==> src/rtl/nand_chain_pkg.sv <==
// nand_chain_pkg
// Shared definitions for the NAND chain solver slice.
//   - solver_state_e : solver FSM state encoding
//   - W_DEFAULT      : default number of chain inputs
//   - bit-order constants naming the stage and input positions
package nand_chain_pkg;

    localparam int W_DEFAULT = 4;

    // Stage vector bit order: bit0 is the first NAND (e), then f, g, ...
    localparam int STAGE_E_BIT = 0;
    localparam int STAGE_F_BIT = 1;
    localparam int STAGE_G_BIT = 2;

    // Input vector bit order: bit0 = a, bit1 = b, bit2 = c, bit3 = d, ...
    localparam int INPUT_A_BIT = 0;
    localparam int INPUT_B_BIT = 1;
    localparam int INPUT_C_BIT = 2;
    localparam int INPUT_D_BIT = 3;

    typedef enum logic [1:0] {
        IDLE = 2'd0,
        SCAN = 2'd1,
        EMIT = 2'd2,
        DONE = 2'd3
    } solver_state_e;

endpackage

==> src/rtl/nand_chain_eval.sv <==
// nand_chain_eval
// Purely combinational W-input cascaded NAND chain.
//   stage0 = ~(x0 & x1), stage k = ~(stage(k-1) & x(k+1))
// Ports:
//   x      in  W    chain inputs (bit0 = a)
//   stages out W-1  stage outputs (bit0 = first stage)
module nand_chain_eval
    import nand_chain_pkg::*;
#(
    parameter int W = W_DEFAULT
) (
    input  logic [W-1:0] x,
    output logic [W-2:0] stages
);

    // A scalar accumulator carries the ripple so the stage vector is never
    // read back inside the same block.
    always_comb begin
        logic acc;
        acc       = ~(x[0] & x[1]);
        stages    = '0;
        stages[0] = acc;
        for (int k = 1; k < W - 1; k++) begin
            acc       = ~(acc & x[k+1]);
            stages[k] = acc;
        end
    end

endmodule

==> src/rtl/nand_chain_solver.sv <==
// nand_chain_solver
// Reverse solver for the cascaded NAND chain: enumerates every input vector
// in ascending order, one per clock, and streams each vector whose stage
// outputs match the requested pattern (under a care mask), then pulses a
// done indication with the number of solutions emitted.
//
// Build option:
//   NAND_SOLVER_FIRST_ONLY_EN  - when defined, stop after the first accepted
//                                solution (done_count is then 0 or 1).
//
// Ports:
//   clk         in   1    clock, rising edge
//   rst_n       in   1    asynchronous active-low reset
//   req_valid   in   1    new solve request
//   req_ready   out  1    high only in IDLE
//   req_target  in   W-1  required stage values
//   req_mask    in   W-1  1 = compare stage bit, 0 = don't care
//   sol_valid   out  1    solution present
//   sol_ready   in   1    consumer accepts solution
//   sol_inputs  out  W    matching input vector
//   sol_stages  out  W-1  stage vector produced by sol_inputs
//   done_valid  out  1    one-cycle pulse at end of scan
//   done_count  out  W+1  solutions emitted, valid with done_valid
//   busy        out  1    high in SCAN, EMIT and DONE
//
// state | meaning
// ------+--------------------------------------------------------------
// IDLE  | waiting for a request, req_ready high
// SCAN  | evaluating the chain on cnt, one candidate per cycle
// EMIT  | holding a solution on sol_* until sol_ready
// DONE  | one-cycle done pulse carrying the match count
module nand_chain_solver
    import nand_chain_pkg::*;
#(
    parameter int W = W_DEFAULT
) (
    input  logic         clk,
    input  logic         rst_n,
    input  logic         req_valid,
    output logic         req_ready,
    input  logic [W-2:0] req_target,
    input  logic [W-2:0] req_mask,
    output logic         sol_valid,
    input  logic         sol_ready,
    output logic [W-1:0] sol_inputs,
    output logic [W-2:0] sol_stages,
    output logic         done_valid,
    output logic [W:0]   done_count,
    output logic         busy
);

    solver_state_e state;
    logic [W-1:0]  cnt;
    logic [W:0]    match_cnt;
    logic [W-2:0]  target_r;
    logic [W-2:0]  mask_r;
    logic [W-2:0]  stages;
    logic          hit;
    logic          last;

    nand_chain_eval #(.W(W)) u_eval (
        .x      (cnt),
        .stages (stages)
    );

    assign hit  = (((stages ^ target_r) & mask_r) == '0);
    assign last = &cnt;

    always_ff @(posedge clk or negedge rst_n) begin
        if (!rst_n) begin
            state      <= IDLE;
            cnt        <= '0;
            match_cnt  <= '0;
            target_r   <= '0;
            mask_r     <= '0;
            req_ready  <= 1'b1;
            sol_valid  <= 1'b0;
            sol_inputs <= '0;
            sol_stages <= '0;
            done_valid <= 1'b0;
            done_count <= '0;
            busy       <= 1'b0;
        end else begin
            done_valid <= 1'b0;
            case (state)
                IDLE: begin
                    if (req_valid) begin
                        target_r  <= req_target;
                        mask_r    <= req_mask;
                        cnt       <= '0;
                        match_cnt <= '0;
                        req_ready <= 1'b0;
                        busy      <= 1'b1;
                        state     <= SCAN;
                    end
                end
                SCAN: begin
                    if (hit) begin
                        sol_inputs <= cnt;
                        sol_stages <= stages;
                        sol_valid  <= 1'b1;
                        state      <= EMIT;
                    end else if (last) begin
                        done_valid <= 1'b1;
                        done_count <= match_cnt;
                        state      <= DONE;
                    end else begin
                        cnt <= cnt + W'(1);
                    end
                end
                EMIT: begin
                    if (sol_ready) begin
                        // done_count takes the incremented value directly
                        // since match_cnt itself updates on this same edge.
                        match_cnt <= match_cnt + (W+1)'(1);
                        sol_valid <= 1'b0;
`ifdef NAND_SOLVER_FIRST_ONLY_EN
                        done_valid <= 1'b1;
                        done_count <= match_cnt + (W+1)'(1);
                        state      <= DONE;
`else
                        if (last) begin
                            done_valid <= 1'b1;
                            done_count <= match_cnt + (W+1)'(1);
                            state      <= DONE;
                        end else begin
                            cnt   <= cnt + W'(1);
                            state <= SCAN;
                        end
`endif
                    end
                end
                DONE: begin
                    req_ready <= 1'b1;
                    busy      <= 1'b0;
                    state     <= IDLE;
                end
                default: begin
                    state <= IDLE;
                end
            endcase
        end
    end

endmodule

==> config.mk <==
export PLATFORM = sky130hd
export DESIGN_NAME = nand_chain_solver
export DESIGN_NICKNAME = d
export VERILOG_FILES = /design/src/rtl/nand_chain_pkg.sv /design/src/rtl/nand_chain_eval.sv /design/src/rtl/nand_chain_solver.sv
export SDC_FILE = /design/constraint.sdc
export NUM_CORES = 1
export LEC_CHECK = 0
export CORE_MARGIN = 2
export CORE_UTILIZATION = 57
export CTS_CLUSTER_DIAMETER = 50
export DETAILED_ROUTE_END_ITERATION = 8
export MAX_ROUTING_LAYER = met4
export PLACE_DENSITY = 0.95
export RECOVER_POWER = 25
export SETUP_SLACK_MARGIN = 0.4
export SYNTH_ARGS = -nofsm -noshare
export SYNTH_HDL_FRONTEND = slang
export SYNTH_SLANG_ARGS = --single-unit
==> constraint.sdc <==
create_clock -name clk -period 4.4 [get_ports clk]
set_clock_uncertainty 0.15 [all_clocks]
set_input_delay 0.88 -clock clk [delete_from_list [all_inputs] [get_ports clk]]
set_output_delay 0.88 -clock clk [all_outputs]
set_load 0.01 [all_outputs]
==> results.md <==
- Setup TNS: 0 ns
- Cts-stage hold buffer count: 0
- Nets: 201
- Initial Utilization: 0.584
- # H-tree levels: 2
- Gr ovfl total: 0
- Outcome: finished with violations
- Number of buffers created by CTS: 5
- Post-CTS setup buffers: 0
- CP required: 4.37 ns
- Worst Path Buf+Inv: 2
- Clock Path Buffers: 2
- Startpoint Class: primary input
- Seq/Total Area, Yosys: 0.475
- # DRC: 0
- Leak pwr: 0.945 nW
- Synthesized Nets: 173
- Slew @ Worst Pin: 1.74 ns
- Antenna violations before repair: 0
- Failing checks: max-capacitance violations, max-slew violations
- Critical-path cell with the highest stage delay: clkbuf_1
- DR WL/cell: between 15 and 20 µm
- Cells after Synth: 154
- CP arrival: 2.66 ns
- Final Slew Violations: 34
- RSZ-0062 raised after global routing: false
- Crit Path Class: primary input to async pin
- Worst-skew pair later-pin latency: 0.34 ns
- Clk pwr share: 0.127
- Share of cells above drive strength 1: 0.148
- Filler cells: 212
- Number of I/O pins: 26
- Maximum VDD drop: 0.412 mV
- Post-synth EDFFs: 0
- Max-slew headroom: -0.162
- Diode count: 0
- Vias in the first global route: 1,315
- Top cells by area in the synthesized netlist: dfrtp_1 46%, mux2_2 7.8%, ha_1 6.5%
- DR vias: 1,317
- P_sw: 0.517 mW
- Combinational Power Share: 0.494
- Yosys warnings: 0
- Top cell type's share of synthesized area: 0.460
- Yosys cell types: 42
- Cell Pwr Density: roughly 620 mW/mm²
- Top cells by count, synth: 32 x dfrtp_1, 17 x nand2_1, 12 x mux2_2
- Final WL: around 3500 µm
- Synthesized area per cell: 11.3 µm²
- TritonCTS clock tree: yes
- Vias per Instance: between 6 and 7
- Die X: 59.3 µm
- R2r setup slk: roughly 1.7 ns
- DP Wirelength: 2600 µm
- # rows: 20
- Setup violators final: 0
- Initial drt markers: 71
- IO Port Bufs: 25
- CTS root buf: clkbuf_4
- Net Sw Frac: 0.406
- Critical path endpoint category: async pin
- Die area: between 0.003 and 0.004 mm²
- P_int: 0.756 mW
- Seq pwr share: 0.379
- Worst-path fanout max: 33
- Max Cap Viol: 1
- Overall Power: 1.27 mW
- Mapped Area: 0.00174 mm²
- Max stage delay on crit path: 1.26 ns
- Post-synth ARST share: 1.00
- Synthesized flop and latch total: 33
- Reg clk slew, reported paths: 0.10 ns
- TritonRoute pass-1 iters: 4
- Ys flop type: dfrtp_1
- Area leader, netlist: dfrtp_1
- DRT antenna net count: 0
- Largest net degree at the start of global routing: 34
- Final hold viol count: 0
- Synthesis-to-finish area growth: 18.6%
- First-pass GRT wire length: 5970 µm
- Overall die height: 59.3 µm
- Post-route minimum period: 2.69 ns
- Total GRT Usage: 0.239
- Clock sink total: 33
- Core Area: between 0.002 and 0.003 mm²
- Routability congestion estimate: 0.855
- Crit path cell chain: dlygate4sd3_1, clkbuf_1
- Max frequency: 372 MHz
- Post-CTS resize count: 0
- Most common cell in the synthesized netlist: dfrtp_1
- Crit path max-delay family: buffers and inverters
- Period utilization: 0.611
- Hold Path Class: register to register
==> path summary, 6_finish.rpt <==
path                                           start                   endpoint  depth (start not counted)
min reg2reg                sol_stages[2]$_DFFE_PN0P_  sol_stages[2]$_DFFE_PN0P_                          2
min in group asynchronous                      rst_n  done_count[2]$_DFFE_PN0P_                          2
min                        sol_stages[2]$_DFFE_PN0P_  sol_stages[2]$_DFFE_PN0P_                          2
max                                            rst_n  sol_inputs[0]$_DFFE_PN0P_                          2
max reg2reg                     state[0]$_DFFE_PN0P_         cnt[1]$_DFFE_PN0P_                          7
max in group clk                state[0]$_DFFE_PN0P_         cnt[1]$_DFFE_PN0P_                          7
==> metrics by stage <==
stage                     instances  setup WS, ns  hold slack (ns)  area (µm²)  utilization
after global routing            216          1.29            0.393        2060        0.693
after floorplan                 154          2.21            0.343        1740            -
after detailed placement        208          1.52            0.327        2020        0.677
final                           216          1.71            0.345        2060        0.693
after global placement          208          1.68            0.316        2020        0.677
after CTS                       216          1.74            0.351        2070        0.695
==> flip-flops by register name, indices dropped and copies added (netlist names) <==
register / flops
done_count: 5
done_valid: 1
state: 2
sol_valid: 1
mask_r: 3
req_ready: 1
busy: 1
cnt: 4
target_r: 3
match_cnt: 5
sol_stages: 3
sol_inputs: 4
==> per-layer routing <==
metal | vias up | track usage | routed length (µm)
met5 | - | - | 0
met4 | 0 | 0.0909 | 69
met3 | 8 | 0.0633 | 127
met2 | 35 | 0.400 | 1900
met1 | 660 | 0.272 | 1440
li1 | 614 | - | -
==> cells in the final DEF, fill, tap and decap left out, drive strengths merged, types with 2 or more instances in the layout <==
cell / Yosys / layout
clkdlybuf4s50: 0 / 24
nand4: 2 / 2
and3: 5 / 5
clkinv: 0 / 2
mux2i: 4 / 4
dfrtp: 32 / 32
nand2: 17 / 17
mux2: 17 / 17
clkbuf: 2 / 7
or2: 2 / 2
inv: 9 / 9
nand3: 5 / 5
ha: 9 / 9
a22o: 3 / 3
a21boi: 2 / 2
a32o: 2 / 2
nand2b: 2 / 2
a31oi: 5 / 5
a21oi: 3 / 3
xnor2: 5 / 5
nor2b: 2 / 2
nor2: 2 / 2
o21ai: 9 / 9
==> layout make-up <==
type,instances,area (µm²),area share
inverters,9,33.8,0.0164
well taps,33,41.3,0.0200
repair buffers,26,254,0.123
multi-input cells,107,857,0.415
flip-flops and latches,33,827,0.401
clock inverters,2,10.0,0.00485
clock buffers,6,41.3,0.0200
==> cells by family after synthesis <==
logic type / Yosys count / share of synthesized area
fa+ha+maj: 9 / 0.0647
mux: 21 / 0.135
simple gates: 39 / 0.120
flops: 33 / 0.475
compound gates: 33 / 0.147
xor+xnor: 5 / 0.0252
buf+inv: 14 / 0.0323
==> power by group through the flow <==
stage	Combinational [mW]	Clock, mW	Sequential, mW
after floorplan	0.429	0	0.485
after global placement	0.582	0	0.477
after detailed placement	0.625	0	0.485
after CTS	0.629	0.168	0.480
after global routing	0.687	0.177	0.496
final	0.628	0.162	0.483
(Power assumes the default switching activity.)
